$ cat src/rtl/axi4_lite_pkg.sv
// Shared AXI4-Lite types: response codes, manager FSM states, default prot.
// Imported by the manager and by benches.
package axi4_lite_pkg;
  typedef enum logic [1:0] {
    OKAY   = 2'b00,
    EXOKAY = 2'b01,
    SLVERR = 2'b10,
    DECERR = 2'b11
  } resp_t;

  typedef enum logic [2:0] {
    IDLE,
    WR_REQ,
    WR_RESP,
    RD_REQ,
    RD_DATA,
    RSP
  } mgr_state_t;

  localparam logic [2:0] PROT_DEFAULT = 3'b000;
endpackage

$ cat src/rtl/axi4_lite_if.sv
// AXI4-Lite channel bundle with manager (M) and subordinate (S) views.
// Strobe width follows the data width.
interface axi4_lite_if #(
  parameter int ALEN = 64,
  parameter int DLEN = 64
);
  localparam int SLEN = DLEN / 8;

  logic            awvalid;
  logic            awready;
  logic [ALEN-1:0] awaddr;
  logic [2:0]      awprot;
  logic            wvalid;
  logic            wready;
  logic [DLEN-1:0] wdata;
  logic [SLEN-1:0] wstrb;
  logic            bvalid;
  logic            bready;
  logic [1:0]      bresp;
  logic            arvalid;
  logic            arready;
  logic [ALEN-1:0] araddr;
  logic [2:0]      arprot;
  logic            rvalid;
  logic            rready;
  logic [DLEN-1:0] rdata;
  logic [1:0]      rresp;

  modport M (
    output awvalid, awaddr, awprot,
    output wvalid, wdata, wstrb,
    output bready,
    output arvalid, araddr, arprot,
    output rready,
    input  awready, wready,
    input  bvalid, bresp,
    input  arready,
    input  rvalid, rdata, rresp
  );

  modport S (
    input  awvalid, awaddr, awprot,
    input  wvalid, wdata, wstrb,
    input  bready,
    input  arvalid, araddr, arprot,
    input  rready,
    output awready, wready,
    output bvalid, bresp,
    output arready,
    output rvalid, rdata, rresp
  );
endinterface

$ cat src/rtl/axi4_lite_manager.sv
// Single-outstanding AXI4-Lite initiator behind a valid/ready command port.
// Optional error counter: define AXI4_LITE_MANAGER_ERRCNT_EN.
module axi4_lite_manager
  import axi4_lite_pkg::*;
#(
  parameter int AXI_ALEN = 64,
  parameter int AXI_DLEN = 64,
  parameter int AXI_SLEN = AXI_DLEN / 8
) (
  input  logic                clk,
  input  logic                rstn,
  axi4_lite_if.M              axi,
  input  logic                i_req_valid,
  output logic                o_req_ready,
  input  logic                i_req_write,
  input  logic [AXI_ALEN-1:0] i_req_addr,
  input  logic [AXI_DLEN-1:0] i_req_wdata,
  input  logic [AXI_SLEN-1:0] i_req_wstrb,
  output logic                o_rsp_valid,
  input  logic                i_rsp_ready,
  output logic                o_rsp_write,
  output logic [AXI_DLEN-1:0] o_rsp_rdata,
  output logic [1:0]          o_rsp_resp
`ifdef AXI4_LITE_MANAGER_ERRCNT_EN
  ,
  output logic [15:0]         o_err_cnt
`endif
);
  mgr_state_t state;

  logic awvalid;
  logic wvalid;
  logic bready;
  logic arvalid;
  logic rready;
  logic [AXI_ALEN-1:0] addr;
  logic [AXI_DLEN-1:0] wdata;
  logic [AXI_SLEN-1:0] wstrb;

  logic aw_hs;
  logic w_hs;
  logic aw_done;
  logic w_done;
  logic b_cap;
  logic r_cap;

  assign axi.awvalid = awvalid;
  assign axi.awaddr  = addr;
  assign axi.awprot  = PROT_DEFAULT;
  assign axi.wvalid  = wvalid;
  assign axi.wdata   = wdata;
  assign axi.wstrb   = wstrb;
  assign axi.bready  = bready;
  assign axi.arvalid = arvalid;
  assign axi.araddr  = addr;
  assign axi.arprot  = PROT_DEFAULT;
  assign axi.rready  = rready;

  assign aw_hs = awvalid & axi.awready;
  assign w_hs  = wvalid & axi.wready;
  // A valid only ever drops through its own handshake, so low means done.
  assign aw_done = ~awvalid | aw_hs;
  assign w_done  = ~wvalid | w_hs;
  assign b_cap = (state == WR_RESP) & axi.bvalid & bready;
  assign r_cap = (state == RD_DATA) & axi.rvalid & rready;

  always_ff @(posedge clk or negedge rstn) begin
    if (!rstn) begin
      state       <= IDLE;
      o_req_ready <= 1'b0;
      awvalid     <= 1'b0;
      wvalid      <= 1'b0;
      bready      <= 1'b0;
      arvalid     <= 1'b0;
      rready      <= 1'b0;
      addr        <= '0;
      wdata       <= '0;
      wstrb       <= '0;
      o_rsp_valid <= 1'b0;
      o_rsp_write <= 1'b0;
      o_rsp_rdata <= '0;
      o_rsp_resp  <= 2'b00;
    end else begin
      unique case (state)
        IDLE: begin
          if (o_req_ready && i_req_valid) begin
            o_req_ready <= 1'b0;
            o_rsp_write <= i_req_write;
            addr        <= i_req_addr;
            wdata       <= i_req_wdata;
            wstrb       <= i_req_wstrb;
            if (i_req_write) begin
              awvalid <= 1'b1;
              wvalid  <= 1'b1;
              state   <= WR_REQ;
            end else begin
              arvalid <= 1'b1;
              state   <= RD_REQ;
            end
          end else begin
            o_req_ready <= 1'b1;
          end
        end
        WR_REQ: begin
          if (aw_hs) awvalid <= 1'b0;
          if (w_hs) wvalid <= 1'b0;
          if (aw_done && w_done) begin
            bready <= 1'b1;
            state  <= WR_RESP;
          end
        end
        WR_RESP: begin
          if (b_cap) begin
            bready      <= 1'b0;
            o_rsp_rdata <= '0;
            o_rsp_resp  <= axi.bresp;
            o_rsp_valid <= 1'b1;
            state       <= RSP;
          end
        end
        RD_REQ: begin
          if (axi.arready) begin
            arvalid <= 1'b0;
            rready  <= 1'b1;
            state   <= RD_DATA;
          end
        end
        RD_DATA: begin
          if (r_cap) begin
            rready      <= 1'b0;
            o_rsp_rdata <= axi.rdata;
            o_rsp_resp  <= axi.rresp;
            o_rsp_valid <= 1'b1;
            state       <= RSP;
          end
        end
        RSP: begin
          if (i_rsp_ready) begin
            o_rsp_valid <= 1'b0;
            o_req_ready <= 1'b1;
            state       <= IDLE;
          end
        end
        default: state <= IDLE;
      endcase
    end
  end

`ifdef AXI4_LITE_MANAGER_ERRCNT_EN
  logic [1:0] cap_resp;
  assign cap_resp = b_cap ? axi.bresp : axi.rresp;

  always_ff @(posedge clk or negedge rstn) begin
    if (!rstn) begin
      o_err_cnt <= 16'h0000;
    end else if ((b_cap || r_cap) && resp_t'(cap_resp) != OKAY
                 && o_err_cnt != 16'hFFFF) begin
      o_err_cnt <= o_err_cnt + 16'h0001;
    end
  end
`else
  // Without the counter, error responses are visible only on o_rsp_resp.
`endif
endmodule

$ cat src/flat_wrapper.sv
// flat-port wrapper written by rule: the top's interface ports become plain ports
module axi4_lite_manager_flat import axi4_lite_pkg::*;
#(
  parameter int AXI_ALEN = 64,
  parameter int AXI_DLEN = 64,
  parameter int AXI_SLEN = AXI_DLEN / 8
)
  (clk, rstn, i_req_valid, o_req_ready, i_req_write, i_req_addr, i_req_wdata, i_req_wstrb, o_rsp_valid, i_rsp_ready, o_rsp_write, o_rsp_rdata, o_rsp_resp, axi_awvalid, axi_awaddr, axi_awprot, axi_wvalid, axi_wdata, axi_wstrb, axi_bready, axi_arvalid, axi_araddr, axi_arprot, axi_rready, axi_awready, axi_wready, axi_bvalid, axi_bresp, axi_arready, axi_rvalid, axi_rdata, axi_rresp);
  axi4_lite_if #(.ALEN(64), .DLEN(64)) axi_i ();
  input  logic clk;
  input  logic rstn;
  input  logic i_req_valid;
  output logic o_req_ready;
  input  logic i_req_write;
  input  logic [AXI_ALEN-1:0] i_req_addr;
  input  logic [AXI_DLEN-1:0] i_req_wdata;
  input  logic [AXI_SLEN-1:0] i_req_wstrb;
  output logic o_rsp_valid;
  input  logic i_rsp_ready;
  output logic o_rsp_write;
  output logic [AXI_DLEN-1:0] o_rsp_rdata;
  output logic [1:0] o_rsp_resp;
  output wire logic [$bits(axi_i.awvalid)-1:0] axi_awvalid;
  output wire logic [$bits(axi_i.awaddr)-1:0] axi_awaddr;
  output wire logic [$bits(axi_i.awprot)-1:0] axi_awprot;
  output wire logic [$bits(axi_i.wvalid)-1:0] axi_wvalid;
  output wire logic [$bits(axi_i.wdata)-1:0] axi_wdata;
  output wire logic [$bits(axi_i.wstrb)-1:0] axi_wstrb;
  output wire logic [$bits(axi_i.bready)-1:0] axi_bready;
  output wire logic [$bits(axi_i.arvalid)-1:0] axi_arvalid;
  output wire logic [$bits(axi_i.araddr)-1:0] axi_araddr;
  output wire logic [$bits(axi_i.arprot)-1:0] axi_arprot;
  output wire logic [$bits(axi_i.rready)-1:0] axi_rready;
  input wire logic [$bits(axi_i.awready)-1:0] axi_awready;
  input wire logic [$bits(axi_i.wready)-1:0] axi_wready;
  input wire logic [$bits(axi_i.bvalid)-1:0] axi_bvalid;
  input wire logic [$bits(axi_i.bresp)-1:0] axi_bresp;
  input wire logic [$bits(axi_i.arready)-1:0] axi_arready;
  input wire logic [$bits(axi_i.rvalid)-1:0] axi_rvalid;
  input wire logic [$bits(axi_i.rdata)-1:0] axi_rdata;
  input wire logic [$bits(axi_i.rresp)-1:0] axi_rresp;
  assign axi_awvalid = axi_i.awvalid;
  assign axi_awaddr = axi_i.awaddr;
  assign axi_awprot = axi_i.awprot;
  assign axi_wvalid = axi_i.wvalid;
  assign axi_wdata = axi_i.wdata;
  assign axi_wstrb = axi_i.wstrb;
  assign axi_bready = axi_i.bready;
  assign axi_arvalid = axi_i.arvalid;
  assign axi_araddr = axi_i.araddr;
  assign axi_arprot = axi_i.arprot;
  assign axi_rready = axi_i.rready;
  assign axi_i.awready = axi_awready;
  assign axi_i.wready = axi_wready;
  assign axi_i.bvalid = axi_bvalid;
  assign axi_i.bresp = axi_bresp;
  assign axi_i.arready = axi_arready;
  assign axi_i.rvalid = axi_rvalid;
  assign axi_i.rdata = axi_rdata;
  assign axi_i.rresp = axi_rresp;
  axi4_lite_manager #(.AXI_ALEN(AXI_ALEN), .AXI_DLEN(AXI_DLEN), .AXI_SLEN(AXI_SLEN)) u_core (.clk(clk), .rstn(rstn), .axi(axi_i), .i_req_valid(i_req_valid), .o_req_ready(o_req_ready), .i_req_write(i_req_write), .i_req_addr(i_req_addr), .i_req_wdata(i_req_wdata), .i_req_wstrb(i_req_wstrb), .o_rsp_valid(o_rsp_valid), .i_rsp_ready(i_rsp_ready), .o_rsp_write(o_rsp_write), .o_rsp_rdata(o_rsp_rdata), .o_rsp_resp(o_rsp_resp));
endmodule
$ cat config.mk
export PLATFORM = sky130hd
export DESIGN_NAME = axi4_lite_manager_flat
export DESIGN_NICKNAME = d
export VERILOG_FILES = /design/src/rtl/axi4_lite_pkg.sv /design/src/rtl/axi4_lite_if.sv /design/src/rtl/axi4_lite_manager.sv /design/src/flat_wrapper.sv
export SDC_FILE = /design/constraint.sdc
export NUM_CORES = 1
export LEC_CHECK = 0
export CORE_AREA = 2 2 194 196
export CTS_CLUSTER_SIZE = 25
export DETAILED_ROUTE_END_ITERATION = 6
export DIE_AREA = 0 0 196 198
export GPL_TIMING_DRIVEN = 1
export HOLD_SLACK_MARGIN = 0.02
export PLACE_DENSITY = 0.64
export SYNTH_ARGS = -nofsm -noshare
export SYNTH_HDL_FRONTEND = slang
export SYNTH_SLANG_ARGS = --single-unit
$ cat constraint.sdc
create_clock -name clk -period 3.3 [get_ports clk]
set_input_delay 0.825 -clock clk [delete_from_list [all_inputs] [get_ports clk]]
set_output_delay 0.825 -clock clk [all_outputs]
set_load 0.01 [all_outputs]
After elaboration in Yosys (flattened, before gate mapping)
Cells that the tools add are included.

operators by class
  equal/unequal tests = 15
  muxes and demuxes = 37
  bitwise operators = 10
  reduce and logical (&&, ||, !) cells = 20

operators by type and width
  operator              count
  $mux W64              2
  $pmux W64 S2          1
  $mux W3               6
  $pmux W3 S6           1
  $mux W1               16
  $reduce_and A4 Y1     4
  $ne A2 B1 Y1 const B  6
  $pmux W1 S2           6
  $reduce_bool A2 Y1    6
  $reduce_and A3 Y1     3
  $ne A2 B2 Y1 const B  4
  $and A1 B1 Y1         6
  $eq A3 B2 Y1 const B  2
  $eq A3 B3 Y1 const B  2
  $mux W2               3
  $reduce_and A6 Y1     1
  $pmux W2 S2           1
  $reduce_and A2 Y1     2
  $eq A3 B1 Y1 const B  1
  $logic_not A3 Y1      1
  $pmux W1 S3           1
  $reduce_bool A3 Y1    1
  $logic_and A1 B1 Y1   2
  $not A1 Y1            2
  $or A1 B1 Y1          2

storage, ports and cells
  flip-flop bits (word level) = 213
  input bits = 214
  output and inout bits = 280
  logic and storage cells = 96

Logic depth before layout (Yosys ltp)
Gate-level depths: netlist (run 1).

  depth after elaboration = 5
  depth in mapped cells = 8
  depth with buffers taken out = 4

Least setup slack after synthesis (run 1)
OpenSTA, ideal clock, no wires.

  kind = input -> register
  start = in axi_bvalid
  end = reg u_core.o_rsp_rdata[28]
  setup time = 0.121 ns
  data arrival time = 1.967 ns
  required time = 3.179 ns
  slack = 1.212 ns
  stages = 7
  path buffers = 3
  path through = nand2_1 > and2_1 > or3_1 > clkbuf_1 > buf_6 > buf_6 > a22o_1

between the ends
  word-level cells in the longest chain between the ends = 4

ends and longest elaborated chain
  what                                RTL line                  text
  from (decl)                         flat_wrapper.sv:36        input wire logic [$bits(axi_i.bvalid)-1:0] axi_bvalid;
  $and A1 B1 Y1 (2 in a row)          axi4_lite_manager.sv:64   assign b_cap = (state == WR_RESP) & axi.bvalid & bready;
  $ne A2 B1 Y1 (no source line)       n/a
  $reduce_and A3 Y1 (no source line)  n/a
  to (signal assigned)                axi4_lite_manager.sv:131  o_rsp_rdata <= axi.rdata;
  to (decl)                           axi4_lite_manager.sv:22   output logic [AXI_DLEN-1:0] o_rsp_rdata,

No other way between the ends.
A chain may end at the register's enable or synchronous reset.

Final worst setup path (run 1)
  start = reg u_core.state[0]
  end = reg u_core.o_rsp_rdata[48]

between the ends
  word-level cells in the longest chain between the ends = 5
  elaborated cells between the ends (all ways) = 11
  those cells by class = eq/ne: 4; mux: 1; bitwise: 4; reduce/logical: 2

ends and longest elaborated chain
  what                                                 RTL line                                                                   text
  from (decl)                                          axi4_lite_manager.sv:29                                                    mgr_state_t state;
  from (signal assigned)                               axi4_lite_manager.sv:69                                                    state <= IDLE;
  from (signal assigned)                               axi4_lite_manager.sv:95                                                    state <= WR_REQ;
  from (signal assigned)                               axi4_lite_manager.sv:98                                                    state <= RD_REQ;
  $eq A3 B2 Y1 / $eq A3 B3 Y1 (equally long branches)  axi4_lite_manager.sv:64, axi4_lite_manager.sv:84, axi4_lite_manager.sv:65
  $and A1 B1 Y1 (on tied branches) (2 in a row)        axi4_lite_manager.sv:64, axi4_lite_manager.sv:65
  $ne A2 B1 Y1 (no source line)                        n/a
  $reduce_and A3 Y1 (no source line)                   n/a

Several ways; a longest one is shown, not always the timed one.

==> results.md, run 1 <==
* Crit share post-route at 74.00%
* Top routing layer in use: met4
* Nets at 1,221
* Max IR drop VDD at 0.3564 mV
* Cell Pwr Density at 957.3 nW/um^2
* Longest Clk Path Bufs at 3
* Yosys warning count at 0
* Final WL at 26,080 microns
* Tot Pwr at 13,650 uW
* Setup Viol. Count Final at 0
* Worst Path Arrival at 2.84 ns
* Run status: completed
* Die Height at 198 microns
* Initial antenna violation count at 1
* Final hold vios at 0
* Flops & latches, synth at 213
* Routed length per instance at 17.38 microns
* Post-synthesis mux area share at 18.67%
* Placer Congestion at 0.7658
* Layout Cells excl Fill at 1,500
* Setup crit end kind: register
* Layout area overhead at 66.55%
* # placed instances at 1,455
* Starting Density at 23.17%
* Die width at 196 microns
* CTS Hold Bufs at 0
* FF-to-FF setup slack at 0.86 ns
* Mapped Cells at 583
* Post-Route Skew at 0.01005 ns
* Slowest CP cell: dfrtp_1
* Vias in the first global route at 6,538
* Leakage at 0.005885 uW
* Clock Tree Root: clkbuf_16
* Core area at 36,960 sq um
* Worst-Skew Late Latency at 0.52 ns
* Rows at 71
* Sum Neg Setup Slack at 0 ns
* Layout cells sized above 1 at 16.39%
* Post-Synth Adder-Cell Area at 0%
* Routed vias at 6,234
* Gr ovfl total at 0
* Post-synthesis compound-gate area fraction at 8.328%
* RSZ-0062 raised after global routing: no
* CTS buffer count at 24
* Worst min-delay path category: in2async
* HPWL Detailed at 19,680 microns
* Port buffer count at 487
* Largest net degree at the start of global routing at 76
* Maxcap violations at 0
* First DRT Iteration DRCs at 151
* Total die area at 38,810 sq um
* Main synth FF type: dfrtp_1
* Crit-path cells: nor3b_1 > and2_1 > or3_2 > buf_12 > a22o_1
* Post-CTS setup buffer count at 0
* Worst Slack Setup Final at 0.8580 ns
* Yosys cell types at 31
* Clock Sinks at 213
* Largest family of logic cells by synthesized area: multiplexers
* Clock slew at reported path FFs at 0.06 ns
* First-pass GRT wire length at 38,480 microns
* Slew @ Worst Pin at 0.6644 ns
* Post-Syn Area at 8563 sq um
* Post-synth EDFFs at 0
* Worst EP required at 3.70 ns
* CTS tree: yes
* Synth async-reset ratio at 100.0%
* Final min period at 2.442 ns
* Met3 routed WL at 2154 microns
* Post-DRT Antenna Nets at 0
* DRT Pass-1 Iters at 4
* Hold_ws at 0.2793 ns
* Post-Synth XOR/XNOR Area at 0%
* Final Max Slew Viols at 0
* CTS resizes at 0
* Post-synthesis sequential area ratio at 62.24%
* DRC Markers at 0
* F_max at 409.5 MHz
* Simple-gate share of the synthesized area at 2.002%
* Relative slew slack at 55.71%
* Syn Area/Cell at 14.69 sq um
* GRT Overall Usage at 12.75%
* Worst path max stage delay at 0.74 ns
* Crit start category: register
* Metal2 WL at 12,970 microns
* WL met1 at 10,340 microns
* Pre-CTS setup slack at 0.4256 ns
* H-tree levels at 1
* I/O pin count at 494
* Critical path class: reg2reg
* Via density at 4.156
* Worst Path Max Fanout at 44
==> power breakdown <==
group | switching [uW] | internal [uW] | leakage [uW] | total, uW
registers | 872 | 3840 | 0.00267 | 4710
logic | 2350 | 4000 | 0.00284 | 6340
clock network | 1080 | 1520 | 0.000380 | 2600
==> cells by family (layout without fill, tap and decap cells) <==
group / after synthesis / after routing
flops: 213 / 213
mux: 142 / 142
buf+inv: 107 / 544
compound gates: 87 / 87
simple gates: 33 / 33
other cells: 1 / 7
==> per-stage QoR <==
| step | instance area (sq um) | utilization, % |
|---|---|---|
| 2_1_floorplan | 8582 | - |
| 3_3_place_gp | 13480 | 36.49 |
| 3_5_place_dp | 13480 | 36.49 |
| 4_1_cts | 14260 | 38.59 |
| 5_1_grt | 14260 | 38.59 |
| 6_report | 14260 | 38.59 |
==> cell usage after synthesis, types with 2 or more instances <==
cell,n,area (sq um)
buf_6,4,45.04
nor2b_1,2,12.51
buf_2,8,40.04
buf_4,81,608.1
nand2_1,13,48.80
o21ai_0,2,10.01
mux2_2,113,1272
a31oi_1,3,18.77
o22ai_1,2,12.51
mux2_1,29,326.6
clkbuf_1,9,33.78
nand3b_1,2,15.01
nand3_1,3,15.01
a22o_1,66,578.1
inv_1,4,15.01
nor2_1,7,26.28
a21oi_1,8,40.04
a32oi_1,2,17.52
dfrtp_1,213,5330
==> placed cells by master (no fill, tap or decap), drive strengths merged, types with 2 or more instances in the layout <==
master | synthesis | final
clkinvlp | 0 | 3
a32oi | 2 | 2
nand3b | 2 | 2
nor2b | 3 | 3
o21ai | 2 | 2
clkdlybuf4s50 | 0 | 486
dfrtp | 213 | 213
buf | 94 | 10
inv | 4 | 4
o22ai | 2 | 2
nand2 | 13 | 13
conb | 1 | 6
a22o | 66 | 66
nor2 | 7 | 7
mux2 | 142 | 142
clkinv | 0 | 6
a21oi | 8 | 8
clkbuf | 9 | 35
a31oi | 3 | 3
nand3 | 3 | 3
==> cell type report <==
cell class / count / area [sq um]
Antenna cell: 1 / 2.502
Clock buffer: 35 / 723.2
Clock inverter: 9 / 52.55
Fill cell: 3570 / 22690
Inverter: 4 / 15.01
Multi-Input combinational cell: 268 / 2524
Sequential cell: 213 / 5330
Tap cell: 474 / 593.1
Timing Repair Buffer: 496 / 5022
==> per-layer routing <==
metal / vias to the layer above / global-route usage [%]
li1: 2859 / -
met1: 3050 / 15.02
met2: 292 / 22.46
met3: 33 / 3.458
met4: 0 / 4.321
met5: - / 0
==> flip-flops by register name, indices dropped and copies added (netlist names) <==
name                cells
u_core.o_rsp_resp       2
u_core.axi.bready       1
u_core.axi.wvalid       1
u_core.axi.rready       1
u_core.axi.awvalid      1
u_core.o_rsp_valid      1
u_core.state            3
u_core.axi.arvalid      1
u_core.axi.wdata       64
u_core.o_rsp_rdata     64
u_core.o_req_ready      1
u_core.axi.araddr      64
u_core.axi.wstrb        8
u_core.o_rsp_write      1
==> critical path: cells and delay by family, from the launching register on <==
family / cells / cell delay, ns
compound gates: 1 / 0.26
flops: 1 / 0.74
buf+inv: 1 / 0.25
simple gates: 3 / 1.06
==> final timing paths <==
path	start	cells past startpoint	to
max	u_core.state[0]	5	u_core.o_rsp_rdata[48]
min	rstn	1	u_core.o_rsp_rdata[2]
max reg2reg	u_core.state[0]	5	u_core.o_rsp_rdata[48]
min reg2reg	u_core.o_rsp_resp[1]	1	u_core.o_rsp_resp[1]
max in group asynchronous	rstn	2	u_core.axi.wdata[32]
min in group clk	u_core.o_rsp_resp[1]	1	u_core.o_rsp_resp[1]
Note: power is estimated with default switching activity, not from simulation.
==> run 2: changes to the inputs <==
--- a/config.mk
+++ b/config.mk
@@ -11,7 +11,7 @@
 export DIE_AREA = 0 0 196 198
 export GPL_TIMING_DRIVEN = 1
 export HOLD_SLACK_MARGIN = 0.02
-export PLACE_DENSITY = 0.64
+export PLACE_DENSITY = 0.66
 export SYNTH_ARGS = -nofsm -noshare
 export SYNTH_HDL_FRONTEND = slang
 export SYNTH_SLANG_ARGS = --single-unit
==> constraint.sdc (replaced) <==
create_clock -name clk -period 2 [get_ports clk]
set_input_delay 0.5 -clock clk [delete_from_list [all_inputs] [get_ports clk]]
set_output_delay 0.5 -clock clk [all_outputs]
set_load 0.01 [all_outputs]
==> run 2 against run 1 <==
- die area stayed put
- hold slack better by 0.21 ns
- combinational power rose by 66%
- largest power group unchanged
- wire length rose by 3.8%
- critical path type unchanged
==> results.md, run 2 (synthesis results as in run 1) <==
* Placer Congestion at 0.7957 (was 0.7658)
* FF-to-FF setup slack at 0.03 ns (was 0.86 ns)
* Switching share of power at 31.79% (was 31.47%)
* CTS tree: yes (unchanged)
* Worst min-delay path category: reg2reg (was in2async)
* Starting Density at 23.17% (unchanged)
* Crit start category: register (unchanged)
* Worst EP required at 2.40 ns (was 3.70 ns)
* CP Buf/Inv Count at 1 (unchanged)
* CP startpoint: u_core.state[0] (unchanged)
* Slowest CP cell: dfrtp_1 (unchanged)
* Final Max Slew Viols at 0 (unchanged)
* Combinational share of power at 46.1% (was 46.5%)
* Leakage at 0.006677 uW (was 0.005885 uW)
* H-tree levels at 1 (unchanged)
* Relative slew slack at 63.53% (was 55.71%)
* Setup Viol. Count Final at 0 (unchanged)
* Worst Path Max Fanout at 64 (was 44)
* Run status: completed (unchanged)
* Worst Path Arrival at 2.37 ns (was 2.84 ns)
* Die width at 196 microns (unchanged)
* HPWL Detailed at 20,970 microns (was 19,680 microns)
* DRC Markers at 0 (unchanged)
* Rows at 71 (unchanged)
* Leading cell type in the layout, fill and taps excluded: clkdlybuf4s50_1 (unchanged)
* GRT Overall Usage at 13.21% (was 12.75%)
* Final WL at 27,070 microns (was 26,080 microns)
* Via density at 4.164 (was 4.156)
* Clock network power share at 20.3% (was 19.0%)
* RSZ-0062 raised after global routing: no (unchanged)
* Core area at 36,960 sq um (unchanged)
* Total die area at 38,810 sq um (unchanged)
* Crit share post-route at 98.42% (was 74.00%)
* Nets at 1,252 (was 1,221)
* Hold_ws at 0.4912 ns (was 0.2793 ns)
* Ant. Diodes at 0 (was 1)
* Reg2reg end: u_core.o_rsp_rdata[38] (was u_core.o_rsp_rdata[48])
* Clock Sinks at 213 (unchanged)
* Slew @ Worst Pin at 0.5471 ns (was 0.6644 ns)
* Final min period at 1.968 ns (was 2.442 ns)
* Max IR drop VDD at 0.6323 mV (was 0.3564 mV)
* Worst-Skew Late Latency at 0.52 ns (about the same)
* Maxcap violations at 0 (unchanged)
* Setup crit end kind: register (unchanged)
* Layout cells sized above 1 at 19.03% (was 16.39%)
* P_sw at 7256 uW (was 4297 uW)
* F_max at 508.0 MHz (was 409.5 MHz)
* Worst path top cell family by delay: simple AND/OR/NAND/NOR gates (unchanged)
* Worst path depth at 5 (unchanged)
* Crit-path cells: nor3b_1 > and2_1 > or3_2 > buf_12 > a22o_1 (unchanged)
* RR Startpoint: u_core.state[0] (unchanged)
* First DRT Iteration DRCs at 117 (was 151)
* Longest Clk Path Bufs at 3 (unchanged)
* Die Height at 198 microns (unchanged)
* Final core utilization at 39.68% (was 38.59%)
* Gr ovfl total at 0 (unchanged)
* R2r worst-path depth at 5 (unchanged)
* First-pass GRT wire length at 39,750 microns (was 38,480 microns)
* Critical path class: reg2reg (unchanged)
* Initial antenna violation count at 0 (was 1)
* Vias in the first global route at 6,530 (was 6,538)
* Layout area overhead at 71.26% (was 66.55%)
* Cell Pwr Density at 1557 nW/um^2 (was 957.3 nW/um^2)
* Final hold vios at 0 (unchanged)
* Pint at 15,570 uW (was 9357 uW)
* Hold_sp: u_core.axi.wdata[44]
* Critical Path Sink: u_core.o_rsp_rdata[38] (was u_core.o_rsp_rdata[48])
* Largest net degree at the start of global routing at 65 (was 76)
* Commonest cells after routing, fill and taps aside: clkdlybuf4s50_1, dfrtp_1, mux2_2 (unchanged)
* Worst path max stage delay at 0.53 ns (was 0.74 ns)
* Clock slew at reported path FFs at 0.06 ns (about the same)
* I/O pin count at 494 (unchanged)
* Seq pwr share at 33.6% (was 34.5%)
* Clock Tree Root: clkbuf_16 (unchanged)
* DRT Pass-1 Iters at 4 (unchanged)
* Post-DRT Antenna Nets at 0 (unchanged)
* Post-Route Skew at 0.01480 ns (was 0.01005 ns)
* CTS buffer count at 24 (unchanged)
* Routed length per instance at 17.69 microns (was 17.38 microns)
* Routed vias at 6,371 (was 6,234)
* Port buffer count at 487 (unchanged)
## run 2: changes by cell type in the layout (fill, tap and decap cells not counted), sizes merged, moves of 2 or more
cell           previous run  this run
clkdlybuf4s50           486       398
clkinv                    6         9
dlygate4sd2               0        46
buf                      10        40
dlymetal6s2s              0        42
clkbuf                   35        30
bufinv                    0         3
clkinvlp                  3         1
## run 2: layer usage
metal	GRT usage, %	vias up	routed length, microns
met4	3.479	0	508
met1	15.32	3122	10670
met2	23.67	294	13670
li1	-	2922	-
met3	4.037	33	2221
met5	0	-	0
## run 2: metrics by stage
stage	cell area, sq um	instances	total power (uW)	setup TNS [ns]	setup WS [ns]
6_report	14670	1530	22830	0	0.03163
5_1_grt	14670	1530	24130	0	0.000005440
4_1_cts	14560	1530	23310	0	0.0008193
3_5_place_dp	13730	1480	18770	-48.91	-0.3730
3_3_place_gp	13730	1480	18580	-49.33	-0.3699
2_1_floorplan	8582	588	12600	0	0.2079
## run 2: power by group through the flow
stage,Clock [uW],Combinational (uW),Sequential [uW]
global placement,0,10800,7730
CTS,4780,10800,7720
finish,4630,10500,7670
floorplan,0,4160,8440
detailed placement,0,11000,7780
global route,4960,11200,7970
## run 2: layout make-up
cell class	instances	area [sq um]
inverter	4	15.01
clock inverter	14	151.4
tap	474	593.1
sequential	213	5330
timing repair buffer	527	5368
multi-input combinational	268	2524
fill	3485	22290
clock buffer	30	684.4
## run 2: worst min-delay path by stage
stage	endpoint	slack (ns)	depth (start not counted)
4_1_cts	u_core.axi.wdata[45]	0.49	1
3_3_place_gp	u_core.axi.wdata[44]	0.47	1
5_1_grt	u_core.axi.wdata[45]	0.51	1
3_5_place_dp	u_core.axi.wdata[45]	0.48	1
2_1_floorplan	u_core.axi.araddr[0]	0.20	0
6_report	u_core.axi.wdata[44]	0.49	1
## run 2: timing repair
item                                    in CTS  in global routing
pin swaps                                    0                  0
hold buffers                                 1                  0
hold endpoints to repair                    50                  0
buffers inserted                             5                  0
gates resized for setup                     46                 42
endpoints found under the setup margin      49                 45
